<file path="src/rtl/encoder16x4_seq.sv">
// encoder16x4_seq
// Sequential 16-line-to-4-bit priority encoder. Request pulses on the 16
// input lines are latched into a pending register, and their indices are
// then handed out one at a time over a valid/ready handshake. The code
// output can drive a 4x16 decoder directly to regenerate the line.
//
// Ports:
//   clk     rising-edge clock
//   rst     synchronous, active-high reset
//   en      sample enable; when low, req is ignored and pending drains
//   req     16 request lines; bit i high at an edge requests code i
//   ready   consumer accepts the presented code this cycle
//   code    index of the granted line (registered)
//   valid   code is meaningful (registered)
//   pending current pending register (registered)
//   merged  one-cycle pulse: an incoming req bit hit an already-pending bit
//
// Configuration macro:
//   ENC_ROUND_ROBIN_EN  when defined, priority rotates. After granting
//                       index i the next search starts at i-1 and descends
//                       with wrap. When undefined, index 15 always has the
//                       highest priority.

module encoder16x4_seq (
  input  logic        clk,
  input  logic        rst,
  input  logic        en,
  input  logic [15:0] req,
  input  logic        ready,
  output logic [3:0]  code,
  output logic        valid,
  output logic [15:0] pending,
  output logic        merged
);

  typedef enum logic {
    IDLE = 1'b0,
    HOLD = 1'b1
  } state_t;

  state_t      state_q;
  state_t      state_d;
  logic [3:0]  search_start;
  logic [3:0]  sel_idx;
  logic        sel_found;
  logic        load;
  logic [15:0] req_in;
  logic [15:0] grant_mask;
  logic [15:0] pending_d;
  logic [3:0]  code_d;
  logic        valid_d;
  logic        merged_d;

`ifdef ENC_ROUND_ROBIN_EN
  // Index of the most recent grant. Resetting to 0 makes the first
  // search begin at 15, matching the fixed-priority order until the
  // first grant rotates it.
  logic [3:0] last_q;

  always_ff @(posedge clk) begin
    if (rst) begin
      last_q <= 4'd0;
    end else if (load) begin
      last_q <= sel_idx;
    end
  end

  assign search_start = last_q - 4'd1;
`else
  assign search_start = 4'd15;
`endif

  // Descending search over the registered pending vector starting at
  // search_start. Requests arriving at this edge are not yet in pending,
  // so they cannot be selected until the following edge.
  always_comb begin
    logic [3:0] idx;
    idx       = 4'd0;
    sel_idx   = 4'd0;
    sel_found = 1'b0;
    for (int k = 0; k < 16; k++) begin
      idx = search_start - 4'(k);
      if (!sel_found && pending[idx]) begin
        sel_found = 1'b1;
        sel_idx   = idx;
      end
    end
  end

  // State register plus the registered outputs and pending vector.
  always_ff @(posedge clk) begin
    if (rst) begin
      state_q <= IDLE;
      pending <= 16'h0000;
      code    <= 4'd0;
      valid   <= 1'b0;
      merged  <= 1'b0;
    end else begin
      state_q <= state_d;
      pending <= pending_d;
      code    <= code_d;
      valid   <= valid_d;
      merged  <= merged_d;
    end
  end

  // Next-state logic. A new index is loaded whenever the output slot is
  // free (IDLE) or being emptied by an accepted transfer, and something
  // is pending. sel_found is equivalent to pending != 0.
  always_comb begin
    state_d = state_q;
    load    = 1'b0;
    case (state_q)
      IDLE: begin
        if (sel_found) begin
          load    = 1'b1;
          state_d = HOLD;
        end
      end
      HOLD: begin
        if (ready) begin
          if (sel_found) begin
            load = 1'b1;
          end else begin
            state_d = IDLE;
          end
        end
      end
      default: state_d = IDLE;
    endcase
  end

  // Output / datapath next values. The grant clear is applied before the
  // new requests are OR-ed in, so a same-edge re-request of the granted
  // bit survives. That bit is no longer in (pending & ~grant_mask), so it
  // does not count as a merge.
  always_comb begin
    req_in     = en ? req : 16'h0000;
    grant_mask = load ? (16'h0001 << sel_idx) : 16'h0000;
    pending_d  = (pending & ~grant_mask) | req_in;
    merged_d   = |(pending & ~grant_mask & req_in);
    code_d     = load ? sel_idx : code;
    valid_d    = (state_d == HOLD);
  end

endmodule
</file>
<file path="config.mk">
export PLATFORM = sky130hd
export DESIGN_NAME = encoder16x4_seq
export DESIGN_NICKNAME = d
export VERILOG_FILES = /design/src/rtl/encoder16x4_seq.sv
export SDC_FILE = /design/constraint.sdc
export NUM_CORES = 1
export LEC_CHECK = 0
export ABC_AREA = 1
export CORE_MARGIN = 3
export CORE_UTILIZATION = 41
export DETAILED_ROUTE_END_ITERATION = 12
export PLACE_DENSITY = 0.87
export SLEW_MARGIN = 20
export SYNTH_ARGS = -nofsm -noshare
export SYNTH_HDL_FRONTEND = slang
export SYNTH_SLANG_ARGS = --single-unit
</file>
<file path="constraint.sdc">
create_clock -name clk -period 2.1 [get_ports clk]
set_clock_uncertainty 0.1 [all_clocks]
set_input_delay 0.315 -clock clk [delete_from_list [all_inputs] [get_ports clk]]
set_output_delay 0.315 -clock clk [all_outputs]
set_load 0.1 [all_outputs]
</file>
==> results of run 1 <==
## cells in the final DEF (no fill, tap or decap), drive strengths merged
cell type      Yosys  routed
nand3b             8       8
nor4               3       3
nand3             24      24
buf                3      41
a41oi              1       1
clkdlybuf4s50      0      19
nor3               7       7
a31oi              1       1
nor2              23      23
inv               31      31
bufinv             0       1
a21oi             18      18
nand4              6       7
dfxtp             22      22
clkbuf             3       3
nand2             46      46
o21ai              5       5
## sequential cells by signal, summed over array words and instances (netlist names)
register  cells
pending      16
code          4
merged        1
state_q       1
## cell type report
cell class,count,area [um2]
Fill cell,269,1040
Multi-Input combinational cell,143,835
Timing Repair Buffer,60,498
Sequential cell,22,477
Inverter,31,121
Tap cell,44,55.1
Clock inverter,1,30.0
Clock buffer,3,22.5
## worst min path at each step
| stage | endpoint | depth (start not counted) |
|---|---|---|
| final | pending[4] | 2 |
| after global routing | pending[4] | 2 |
| after CTS | pending[4] | 2 |
| after detailed placement | pending[4] | 2 |
| after global placement | pending[1] | 2 |
| after floorplan | pending[10] | 2 |
## per-layer routing
layer | routed length (um) | part of all wire | global-route usage
met5 | 0 | 0 | 0
met4 | 108 | 0.028 | 0.0496
met3 | 269 | 0.069 | 0.0414
met2 | 1900 | 0.49 | 0.328
met1 | 1630 | 0.42 | 0.246
## kinds of logic after synthesis
logic type	count (synthesis)	share of synthesized area
AOI/OAI and AO/OA	25	0.0979
buffers and inverters	37	0.113
and+or+nand+nor	117	0.458
DFF	22	0.331
## power groups by stage
stage	clock network, uW	registers (uW)	logic [uW]
2_1_floorplan	0	749	150
3_5_place_dp	0	494	558
6_report	329	489	604
5_1_grt	347	497	638
4_1_cts	332	487	571
3_3_place_gp	0	494	552
## through the flow
stage          instances  setup WS [ps]
2_1_floorplan        201           16.8
3_3_place_gp         296          -17.5
3_5_place_dp         296           -106
4_1_cts              301           2.40
5_1_grt              304           -324
6_report             304           -177
## repair_timing
action	4_1_cts	5_1_grt
pin swaps	0	4
gates cloned	1	0
gates resized for setup	6	20
buffers inserted	0	3
setup endpoints to repair	5	8
## critical path: stages, from the launching register on
cell	delay, ps
dfxtp_4	370
nor2_4	150
nand2_2	100
nor2_2	100
nand4_2	120
nor2_4	160
nand4_4	100
nor2_4	190
nand4_4	210
nand3_1	160
nand3b_1	110
nand2_1	110
nor2_1	50
nand2_1	70
nor2_1	40
nor2_1	80
==> run metrics, run 1 <==
die area=roughly 0.0040 mm2; Final Hold Fails=0; largest cells by area after synthesis=dfxtp_1 33%, nand2_1 13%, inv_1 8.8%; number of global-route vias before repair=1,392; Slew @ Worst Pin=444 ps; hold slack=391 ps; unrepaired setup endpoints after global routing=yes; Remaining DRCs=0; register clock-pin slew on the reported worst setup and hold paths=around 130 ps; RR Endpoint=merged; Starting Density=0.432; clock sinks=22; Setup crit end kind=flip-flop; Die H=about 63 um; Tot Pwr=1420 uW; die outline width=62.9 um; vias per cell=roughly 5.2; cell taking the most area after synthesis=dfxtp_1; WL final=3910 um; port bufs=41; synth cell count leaders=45 x nand2_1, 31 x inv_1, 22 x dfxtp_1; via count=1,566; Max Freq=0.439 GHz; # diodes=0; TritonCTS Buffers=3; Syn Inst Count=between 200 and 250; status=finished with violations; setup ws final=-177 ps; synth warn=0; Switching Fraction=0.422; Period minus WS final=2280 ps; Post-Syn Area=0.00133 mm2; EDFF count, synth=0; DRT antenna net count=0; IO Count=42; htree depth=1; DRT Pass-1 Iters=4; worst-path maximum fanout=8; hpwl dp=roughly 2800 um; clock buffer depth=2; Peak VDD IR=0.000715 V; # setup viols final=1; critical hold path startpoint=pending[4]; Worst R2R Setup Slack=-180 ps; layout cells sized above 1=0.342; net switching power=between 500 and 600 uW; count leader, synth=nand2_1; clock share of power=0.231; crit path kind=reg -> reg; row count=20; Routability Congestion=0.915; Worst Path Required=2270 ps; Post-Syn Area per Cell=6.61 um2; Final Slew Violations=0; Core Region=0.00308 mm2; r2r startpoint=pending[14]; initial antenna violation count=0; GRT overflow=0; hold buffers post-CTS=0; wire per inst=between 10 and 15 um; Yosys top cell area share=0.331; NumNets Final=281; Comb pwr share=0.425; period utilization=1.08; part of the power in registers=0.344; Pleak=0.000921 uW; Seq cells post-synth=22; fraction of registers with async set/reset=0; largest net degree at the start of global routing=17; Slew headroom=0.701; GR Util All Layers=0.193; Finished Cell Area=0.00204 mm2; Max Cap Violations=0; first-pass GRT wire length=6250 um; post-place instance area=0.00186 mm2; Fin Setup TNS=-177 ps; Worst Setup EP=merged; Mapped Nets=221; FF-to-FF path depth=15; crit path launch type=flip-flop; CP startpoint=pending[14]; root buffer cell=clkbuf_4; Hold Path Class=reg -> reg; fin util=0.662; failing checks=negative setup slack; CTS tree=built; distinct cell type count after synthesis=24; internal power=822 uW; Clock Latency Late Sink=320 ps; area grow syn2layout=53.4%; DRT iter0 DRCs=88; Critical Path AT=roughly 2500 ps; register area share after synthesis=0.331; top_reg_cell synth=dfxtp_1; PwrDens=698 mW/mm2
(Power assumes the default switching activity.)
==> inputs of run 2 (changes only) <==
Settings changed: CORE_UTILIZATION 41 to 49, HOLD_SLACK_MARGIN from default to 0.08, PLACE_DENSITY 0.87 to 0.95.
Clock period 2.1 ns to 2.65 ns, I/O delays scaled along.
==> run 2 against run 1 <==
Largest cell class unchanged. Flip-flop and latch count is the same. Highest routed layer unchanged. The run now ends clean. Die area shrank 15%. Setup slack gained 440 ps. Maximum frequency shrank 4.5%. Non-clock buffer count shrank 18. Sequential power shrank 21%. Final area shrank 16%.
==> run metrics, run 2 (synthesis results as in run 1) <==
TritonCTS Buffers=3 (unchanged); Most flops, register=pending (unchanged); Core Region=0.00252 mm2 (was 0.00308 mm2); status=finished clean (was finished with violations); die outline width=58.1 um (was 62.9 um); largest net degree at the start of global routing=17 (unchanged); Max Freq=0.420 GHz (was 0.439 GHz); Fillers=221 (was 269); port bufs=41 (unchanged); flip-flop count of the largest register after layout=16 (unchanged); DRT antenna net count=0 (unchanged); # Post-CTS Setup Buffers=0 (unchanged); Die H=58.1 um (was 62.9 um); hold slack=408 ps (was 391 ps); Crit path largest cell delay=360 ps (was 370 ps); register clock-pin slew on the reported worst setup and hold paths=120 ps (was 130 ps); Slew headroom=0.600 (was 0.701); row count=18 (was 20); Fin Setup TNS=0 ps (was -177 ps); # setup viols final=0 (was 1); NumNets Final=262 (was 281); Hold Path Class=reg -> reg (unchanged); crit-path cells=nor2_2 -> nand2_2 -> nor2_2 -> nand4_2 -> nor2_2 -> nand4_2 -> nor2_2 -> nand4_4 -> nand2_1 -> inv_1 -> o21ai_0 -> a31oi_1 (was nor2_4 -> nand2_2 -> nor2_2 -> nand4_2 -> nor2_4 -> nand4_4 -> nor2_4 -> nand4_4 -> nand3_1 -> nand3b_1 -> nand2_1 -> nor2_1 -> nand2_1 -> nor2_1 -> nor2_1); die area=0.00337 mm2 (was 0.00396 mm2); Slew @ Worst Pin=600 ps (was 444 ps); vias per cell=5.26 (was 5.15); commonest non-fill, non-tap cell in the layout=nand2_1 (unchanged); Pleak=0.000799 uW (was 0.000921 uW); clock buffer depth=2 (unchanged); DRT Pass-1 Iters=4 (unchanged); PwrDens=555 mW/mm2 (was 698 mW/mm2); wire per inst=12.1 um (was 12.9 um); IO Count=42 (unchanged); htree depth=1 (unchanged); FF/Latch Area=440 um2 (was 477 um2); Switching Fraction=0.455 (was 0.422); area of the multi-input gates=738 um2 (was 835 um2); Tot Pwr=953 uW (was 1420 uW); Max Cap Violations=0 (unchanged); unrepaired setup endpoints after global routing=no (was yes); clock sinks=22 (unchanged); Worst Path Required=2740 ps (was 2270 ps); clock share of power=0.156 (was 0.231); WL final=3260 um (was 3910 um); Final Slew Violations=0 (unchanged); cell mode on critical path=nor2_2; dpl cells=267 (was 296); # resized after CTS=0 (was 6); root buffer cell=clkbuf_4 (unchanged); first-pass GRT wire length=5550 um (was 6250 um); Final Hold Fails=0 (unchanged); via count=1,419 (was 1,566); Period minus WS final=2380 ps (was 2280 ps); initial antenna violation count=0 (unchanged); Starting Density=0.527 (was 0.432); top flop regs=pending: 16 flops, code: 4 flops (unchanged); period utilization=0.899 (was 1.08); GRT overflow=0 (unchanged); fin cells=270 (was 304); internal power=519 uW (was 822 uW); Clock Latency Late Sink=310 ps (was 320 ps); hold buffers post-CTS=0 (unchanged); part of the power in registers=0.407 (was 0.344); Comb pwr share=0.437 (was 0.425); slowest CP cell=dfxtp_1 (was dfxtp_4); net switching power=434 uW (was 600 uW); crit path kind=reg -> reg (unchanged); Critical Path AT=2470 ps (was 2450 ps); hpwl dp=2670 um (was 2820 um); Peak VDD IR=0.000389 V (was 0.000715 V); Remaining DRCs=0 (unchanged); # diodes=0 (unchanged); layout cells sized above 1=0.171 (was 0.342); crit path launch type=flip-flop (unchanged); Routability Congestion=0.916 (was 0.915); Setup crit end kind=flip-flop (unchanged); most frequent cells in the layout=45 x nand2_1, 31 x inv_1, 23 x buf_4 (was 44 x nand2_1, 41 x buf_4, 30 x inv_1); worst-path maximum fanout=16 (was 8); DRT iter0 DRCs=64 (was 88); CTS tree=built (unchanged); area grow syn2layout=29.3% (was 53.4%); GR Util All Layers=0.208 (was 0.193); number of global-route vias before repair=1,330 (was 1,392)
-- run 2: worst paths after layout --
path              depth (start not counted)         from          to  slack, ps
setup / recovery                         12  pending[12]     code[3]        270
hold / removal                            2   pending[4]  pending[4]        410
setup reg to reg                         12  pending[12]     code[3]        270
hold reg to reg                           2   pending[4]  pending[4]        410
-- run 2: worst max-delay path, delay by kind of cell, from the launching register on --
kind | cells | cell delay [ps]
and+or+nand+nor | 9 | 1330
DFF | 1 | 360
buffers and inverters | 1 | 140
AOI/OAI and AO/OA | 2 | 330
-- run 2: power groups by stage --
stage / Combinational, uW / Sequential [uW] / Clock, uW
finish: 417 / 387 / 149
global route: 441 / 393 / 165
CTS: 417 / 387 / 152
detailed placement: 417 / 395 / 0
global placement: 411 / 393 / 0
floorplan: 120 / 592 / 0
-- run 2: metal layers --
metal,track usage,part of all wire
met2,0.347,0.47
met1,0.259,0.44
met4,0.0960,0.022
met3,0.0356,0.065
met5,0,0
-- run 2: cell type report --
cell class                      count  area share
Inverter                           31      0.0677
Timing Repair Buffer               42       0.211
Sequential cell                    22       0.256
Multi-Input combinational cell    142       0.430
Clock buffer                        3      0.0131
Tap cell                           30      0.0218
-- run 2: per-stage QoR --
| step | setup slack [ps] | instance area (um2) | util |
|---|---|---|---|
| floorplan | 47.0 | 1330 | - |
| global placement | 417 | 1700 | 0.672 |
| detailed placement | 312 | 1700 | 0.672 |
| CTS | 309 | 1720 | 0.681 |
| global route | 54.4 | 1720 | 0.681 |
| finish | 267 | 1720 | 0.681 |
